## src/rtl/ahb_decoder_mux.sv

```systemverilog
// AHB address decoder and slave-to-master response mux with a built-in default slave.
// Unmapped NONSEQ/SEQ transfers get a two-cycle ERROR response and are counted in err_cnt_o.
module ahb_decoder_mux #(
  parameter int AW = 32,
  parameter int DW = 32,
  parameter int NSLV = 2,
  parameter logic [NSLV*AW-1:0] SLV_BASE = {32'h0004_0000, 32'h0000_0000},
  parameter logic [NSLV*AW-1:0] SLV_MASK = {32'hFFFC_0000, 32'hFFFC_0000}
) (
  input  logic                 hclk_i,
  input  logic                 hrst_i,
  input  logic [AW-1:0]        haddr_i,
  input  logic [1:0]           htrans_i,
  output logic [NSLV-1:0]      hsel_o,
  input  logic [NSLV*DW-1:0]   hrdata_s_i,
  input  logic [NSLV-1:0]      hreadyout_s_i,
  input  logic [NSLV-1:0]      hresp_s_i,
  output logic [DW-1:0]        hrdata_o,
  output logic                 hready_o,
  output logic                 hresp_o,
  output logic [15:0]          err_cnt_o,
  output logic [1:0]           dbg_state_o
);

  // Handshake: an address phase is accepted on a rising edge where hready_o is 1;
  // a data phase completes on the edge where hready_o is 1.

  localparam int IW = (NSLV > 1) ? $clog2(NSLV) : 1;

  typedef enum logic [1:0] {
    S_IDLE = 2'd0,
    S_ERR1 = 2'd1,
    S_ERR2 = 2'd2
  } state_t;

  state_t          state, state_nxt;
  logic [NSLV-1:0] match;
  logic            hit;
  logic [IW-1:0]   win_idx;
  logic            dsel_def;
  logic [IW-1:0]   dsel_idx;
  logic            err_start;
  logic [15:0]     err_cnt;
  logic            unused_trans_lsb;

  // BUSY vs IDLE and SEQ vs NONSEQ make no difference to decoding.
  assign unused_trans_lsb = htrans_i[0];

  always_comb begin
    for (int i = 0; i < NSLV; i++) begin
      match[i] = ((haddr_i & SLV_MASK[i*AW +: AW]) ==
                  (SLV_BASE[i*AW +: AW] & SLV_MASK[i*AW +: AW]));
    end
  end

  // Lowest matching index wins, so hsel_o is at most one-hot.
  always_comb begin
    hit     = 1'b0;
    win_idx = '0;
    hsel_o  = '0;
    for (int i = 0; i < NSLV; i++) begin
      if (!hit && match[i]) begin
        hit       = 1'b1;
        win_idx   = IW'(i);
        hsel_o[i] = 1'b1;
      end
    end
  end

  always_ff @(posedge hclk_i or posedge hrst_i) begin
    if (hrst_i) begin
      dsel_def <= 1'b1;
      dsel_idx <= '0;
    end else if (hready_o) begin
      dsel_def <= !hit;
      dsel_idx <= win_idx;
    end
  end

  always_comb begin
    hrdata_o = '0;
    hready_o = 1'b1;
    hresp_o  = 1'b0;
    if (dsel_def) begin
      case (state)
        S_ERR1: begin
          hready_o = 1'b0;
          hresp_o  = 1'b1;
        end
        S_ERR2: begin
          hready_o = 1'b1;
          hresp_o  = 1'b1;
        end
        default: ;
      endcase
    end else begin
      for (int i = 0; i < NSLV; i++) begin
        if (dsel_idx == IW'(i)) begin
          hrdata_o = hrdata_s_i[i*DW +: DW];
          hready_o = hreadyout_s_i[i];
          hresp_o  = hresp_s_i[i];
        end
      end
    end
  end

  assign err_start = hready_o && !hit && htrans_i[1];

  always_ff @(posedge hclk_i or posedge hrst_i) begin
    if (hrst_i) state <= S_IDLE;
    else        state <= state_nxt;
  end

  always_comb begin
    state_nxt = state;
    case (state)
      S_IDLE:  if (err_start) state_nxt = S_ERR1;
      S_ERR1:  state_nxt = S_ERR2;
      S_ERR2:  state_nxt = err_start ? S_ERR1 : S_IDLE;
      default: state_nxt = S_IDLE;
    endcase
  end

  // err_start can only fire from IDLE or ERR2 since ERR1 holds hready_o low.
  always_ff @(posedge hclk_i or posedge hrst_i) begin
    if (hrst_i)                                  err_cnt <= 16'h0000;
    else if (err_start && err_cnt != 16'hFFFF)   err_cnt <= err_cnt + 16'd1;
  end

  assign err_cnt_o   = err_cnt;
  assign dbg_state_o = state;

endmodule

```

## config.mk

```make
export PLATFORM = sky130hd
export DESIGN_NAME = ahb_decoder_mux
export DESIGN_NICKNAME = d
export VERILOG_FILES = /design/src/rtl/ahb_decoder_mux.sv
export SDC_FILE = /design/constraint.sdc
export NUM_CORES = 1
export LEC_CHECK = 0
export CAP_MARGIN = 20
export CELL_PAD_IN_SITES_DETAIL_PLACEMENT = 1
export CELL_PAD_IN_SITES_GLOBAL_PLACEMENT = 1
export CORE_MARGIN = 5
export CORE_UTILIZATION = 17
export CTS_BUF_LIST = sky130_fd_sc_hd__clkbuf_4 sky130_fd_sc_hd__clkbuf_8 sky130_fd_sc_hd__clkbuf_16
export DETAILED_ROUTE_END_ITERATION = 7
export PLACE_DENSITY_LB_ADDON = 0.1
export SETUP_SLACK_MARGIN = 0.4
export SYNTH_ARGS = -nofsm -noshare
export SYNTH_HDL_FRONTEND = slang
export SYNTH_SLANG_ARGS = --single-unit
```

## constraint.sdc

```tcl
create_clock -name hclk_i -period 1.9 [get_ports hclk_i]
set_input_delay 0.57 -clock hclk_i [delete_from_list [all_inputs] [get_ports hclk_i]]
set_output_delay 0.57 -clock hclk_i [all_outputs]
set_load 0.02 [all_outputs]
```

## Word level (Yosys, flattened, before mapping)

Index checks and enable logic that the tools add are counted.

| cells by class | value |
|---|---|
| add/sub/neg operators | 1 |
| equal/unequal tests | 5 |
| multiplexer cells | 14 |
| reductions and logical operators | 9 |

Operators by type and width:

| operator | number |
|---|---|
| 32-bit 2-to-1 mux | 2 |
| 32-bit zero test | 1 |
| 16-bit by 1-bit adder with 16-bit output (second input constant) | 1 |
| 16-bit inequality test (second input constant) | 1 |
| 14-bit by 1-bit equality test with 1-bit output (second input constant) | 1 |
| 1-bit 2-to-1 mux | 10 |
| 2-bit one-hot mux with 3 select lines | 1 |
| 1-bit logical AND | 4 |
| 2-bit by 1-bit equality test with 1-bit output (second input constant) | 1 |
| 2-bit equality test (second input constant) | 1 |
| 1-bit zero test | 2 |
| 2-bit zero test | 1 |
| 2-bit 2-to-1 mux | 1 |
| 2-bit inequality test (second input constant) | 1 |
| 2-bit OR reduction | 1 |

| word-level totals | value |
|---|---|
| bits in registers | 20 |
| input port bits | 104 |
| output and inout bits | 54 |
| word-level logic and storage cells | 33 |

## Longest topological paths before layout

| logic depth | value |
|---|---|
| depth in word-level cells | 10 |
| mapped depth | 7 |
| gate-level depth less buffers | 6 |

## Worst setup path after synthesis

Ideal clock, no wire load.

| timing | value |
|---|---|
| path type | register to register |
| from | register state[1] (netlist: dbg_state_o[1]) |
| to | register err_cnt[1] (netlist: err_cnt_o[1]) |
| library setup time | 0.125 ns |
| arrival time | 2.006 ns |
| setup slack | -0.231 ns |
| stages on the path, launching flop included | 7 |
| path buffers | 1 |
| path through | dfrtp_1 > inv_1 > ha_1 > mux2i_1 > and4_1 > buf_6 > mux2_4 |

| on the way | value |
|---|---|
| cells in the longest elaborated chain, start to end | 6 |

Ends and longest elaborated chain:

| item | RTL line | text |
|---|---|---|
| start, declared | 36 | `state_t state, state_nxt;` |
| start signal, assigned | 111 | `else state <= state_nxt;` |
| 2-bit by 1-bit equality test with 1-bit output | 85 | `case (state)` |
| 1-bit 2-to-1 mux | 85 |  |
| 1-bit 2-to-1 mux | 84 | `if (dsel_def) begin` |
| net hready_o | 19 | `output logic hready_o,` |
| 1-bit logical AND (2 in series) | 107 | `assign err_start = hready_o && !hit && htrans_i[1];` |
| 1-bit logical AND | 127 | `else if (err_start && err_cnt != 16'hFFFF) err_cnt <= err_cnt + 16'd1;` |
| end signal, assigned | 127 |  |
| end, declared | 43 | `logic [15:0] err_cnt;` |

The timed path passes the listed nets, and every way through them passes these cells.
A chain may end at the register's enable or synchronous reset.

## Worst setup path after layout

| timing | value |
|---|---|
| from | input port haddr_i[23] |
| to | output port hsel_o[1] |

| on the way | value |
|---|---|
| cells in the longest elaborated chain, start to end | 5 |
| elaborated cells on any way between the ends | 6 |
| classes of those cells | eq/ne: 1; mux: 2; reduce/logical: 3 |

Ends and longest elaborated chain:

| item | RTL line | text |
|---|---|---|
| start, declared | 12 | `input logic [AW-1:0] haddr_i,` |
| 32-bit zero test | 51 | `match[i] = ((haddr_i & SLV_MASK[i*AW +: AW]) ==` |
| 1-bit 2-to-1 mux | 62 | `if (!hit && match[i]) begin` |
| 1-bit zero test | 62 |  |
| 1-bit logical AND (*) | 62 |  |
| 1-bit 2-to-1 mux (*) | 62 |  |
| end, declared | 14 | `output logic [NSLV-1:0] hsel_o,` |

Every way passes the cells marked *; elsewhere a longest branch is shown, timed or not.

==> flow_summary.json <==
{
  "clk_latency_ns": 0.26,
  "ys_ff_latch": 20,
  "syn_area_um2": 1590,
  "cts_tree": "done",
  "max_slew.worst_pin.slew_ns": 0.410,
  "synth_adder_area_share_pct": 3.94,
  "max-slew-margin-rel_pct": 72.6,
  "dpl.cell_count": 447,
  "grt.busiest_layer": "met2",
  "via_per_inst": 4.34,
  "rsz0062_at_grt": "yes",
  "setup_slack_ns": -0.192,
  "leakagePower_nw": 1.78,
  "numPortBuffers": 138,
  "use_met3_pct": 3.67,
  "grt_util_met2_pct": 23.5,
  "post-route-period-util_pct": 110,
  "syn_avg_cell_area_um2": 8.92,
  "critPathMaxFanout": 2,
  "antenna_found_initial": 0,
  "yosys-top-cells-count": "nor2_1 (39), mux2i_1 (35), dfrtp_1 (19)",
  "nets": 481,
  "gp_congestion": 0.724,
  "synthSimpleGateAreaFrac_pct": 22.9,
  "num_vias": 2092,
  "areaGrowthSynthToFinish_pct": 162,
  "first_iter_violations": 22,
  "boundaryPins": 158,
  "drc": 0,
  "worst_setup_path_end_kind": "primary output",
  "peakVddDrop_mv": 0.722,
  "grt_max_degree": 21,
  "die_x_um": 107,
  "syn_inst": 178,
  "violations": "negative setup slack",
  "startpoint_type": "input pin",
  "cts.clk_slew.worst_paths_ns": 0.08,
  "finalCriticalPeriod_ns": 2.09,
  "max_cap_violations": 0,
  "status": "finished, violations left",
  "synth_edf_count": 0,
  "die_area_um2": 11400,
  "async_flop_share_pct": 100,
  "p_per_area_nw_per_um2": 822,
  "synth_compound_area_share_pct": 4.49,
  "route.antenna.remaining_nets": 0,
  "fmax_ghz": 0.478,
  "use_met1_pct": 15.5,
  "cp_data_arrival_time_ns": 1.52,
  "yosys.area_share.xor_xnor_pct": 6.07,
  "grt_pass1_wl_mm": 11.8,
  "path_class": "input pin to primary output",
  "dr.pass1.iters": 2,
  "coreArea_um2": 9150,
  "cts-root-buf": "clkbuf_8",
  "antennaDiodeCount": 0,
  "h-tree-depth": 1,
  "yosys_warnings": 0,
  "dp_hpwl_mm": 6.17,
  "final_cells": 482,
  "routedWlPerCell_um": 16.4,
  "syn-num-nets": 287,
  "track_usage_pct": 13.0,
  "grt_pass1_vias": 2161,
  "synth_top_family_by_area": "multiplexers",
  "synth_top_flop_cell": "dfrtp_1",
  "synth_area_leaders": "dfrtp_1 (30%), mux2i_1 (22%), nor2_1 (9.2%)",
  "cts_buffers": 3,
  "clock-sinks": 20,
  "finalHoldViolCount": 0,
  "setup_viol": 44,
  "ys_seq_area_share_pct": 31.6,
  "die_y_um": 107,
  "synth_cell_types": 35,
  "start_util_pct": 17.3,
  "synth_most_common_cell": "nor2_1",
  "core.rowCount": 35,
  "hp-class": "flip-flop to flip-flop",
  "slew_viol_final": 0,
  "layout-drive-gt1-share_pct": 61.2,
  "worst_ep_required_time_ns": 1.33,
  "grt.overflow.total": 0,
  "synth.largest_area_cell": "dfrtp_1",
  "wl_mm": 7.92,
  "synth_top_cell_area_share_pct": 29.9,
  "utilization_pct": 45.5,
  "cts_buffer_depth": 2,
  "synth_mux_area_share_pct": 25.1,
  "worst_clock_skew_ns": 0.00176
}
## cells in the final DEF, fill, tap and decap left out, types with 5 or more instances in the layout
cell type / n
buf_6: 68
clkdlybuf4s50_1: 58
buf_4: 34
nor2_2: 30
mux2i_1: 15
mux2i_2: 14
dlygate4sd2_1: 13
buf_2: 13
dfrtp_2: 11
nand4_1: 8
dfrtp_1: 8
nor2_1: 7
mux2i_4: 6
nand3_4: 5
xnor2_2: 5
xnor2_1: 5
inv_1: 5
## flip-flops by register name (all words and copies together) (netlist names)
name	cells
dbg_state_o	2
dsel_idx	1
dsel_def	1
err_cnt_o	16
## power breakdown
group          internal (mW)  switching (mW)
Combinational           1.30            1.13
Sequential             0.536           0.118
Clock                  0.185           0.156
## final timing paths
path | start | to | slack [ns] | cells after the start
worst max-delay path | haddr_i[23] | hsel_o[1] | -0.19 | 6
worst min-delay path | err_cnt_o[13] | err_cnt_o[13] | 0.53 | 1
worst max register to register | dsel_idx | err_cnt_o[14] | -0.06 | 7
worst min register to register | err_cnt_o[13] | err_cnt_o[13] | 0.53 | 1
max in group asynchronous | hrst_i | dsel_def | 0.98 | 3
min in group asynchronous | hrst_i | dbg_state_o[0] | 0.64 | 3
## routing by layer
metal / wire length (µm) / up-vias / part of all wire, %
met5: 0 / - / 0
met4: 34 / 0 / 0.43
met3: 690 / 4 / 8.7
met2: 3990 / 85 / 50
met1: 3210 / 988 / 40
li1: - / 1015 / -
## final cells by class
| class | count | area, µm² |
|---|---|---|
| Clock buffer | 4 | 55.1 |
| Fill cell | 1030 | 4980 |
| Inverter | 7 | 26.3 |
| Multi-Input combinational cell | 140 | 1450 |
| Sequential cell | 20 | 515 |
| Tap cell | 111 | 139 |
| Timing Repair Buffer | 200 | 1980 |
## timing repair
| item | in CTS | in global routing |
|---|---|---|
| endpoints found under the setup margin | 74 | 68 |
| setup buffers | 19 | 12 |
| pin swaps | 15 | 20 |
| hold buffers | 0 | 0 |
| gates resized for setup | 332 | 102 |
| endpoints found under the hold margin | 0 | 0 |
## metrics by stage
stage	setup slack [ns]	power [mW]	hold slack (ns)	cell area [µm²]	setup TNS, ns
global placement	-1.07	2.74	0.499	3490	-28.28
finish	-0.192	3.43	0.525	4170	-3.33
global route	-0.257	3.64	0.548	4170	-6.58
CTS	-0.226	3.24	0.521	3740	-3.32
detailed placement	-1.13	2.76	0.507	3490	-29.36
floorplan	0.0250	1.72	0.533	1840	0
## logic make-up (layout without fill, tap and decap cells)
| group | Yosys count | in the layout |
|---|---|---|
| and+or+nand+nor | 74 | 74 |
| AOI/OAI and AO/OA | 11 | 11 |
| buffers and inverters | 18 | 211 |
| muxes | 39 | 39 |
| adders and majority gates | 5 | 5 |
| DFF | 20 | 20 |
| xor gates and xnor gates | 11 | 11 |
## worst max-delay path, cell delays in order
cell	delay [ns]
buf_2	0.10
nor4_2	0.27
nand4_1	0.17
buf_4	0.19
nor2_4	0.09
buf_6	0.13
Power figures use the tool's default switching activity.
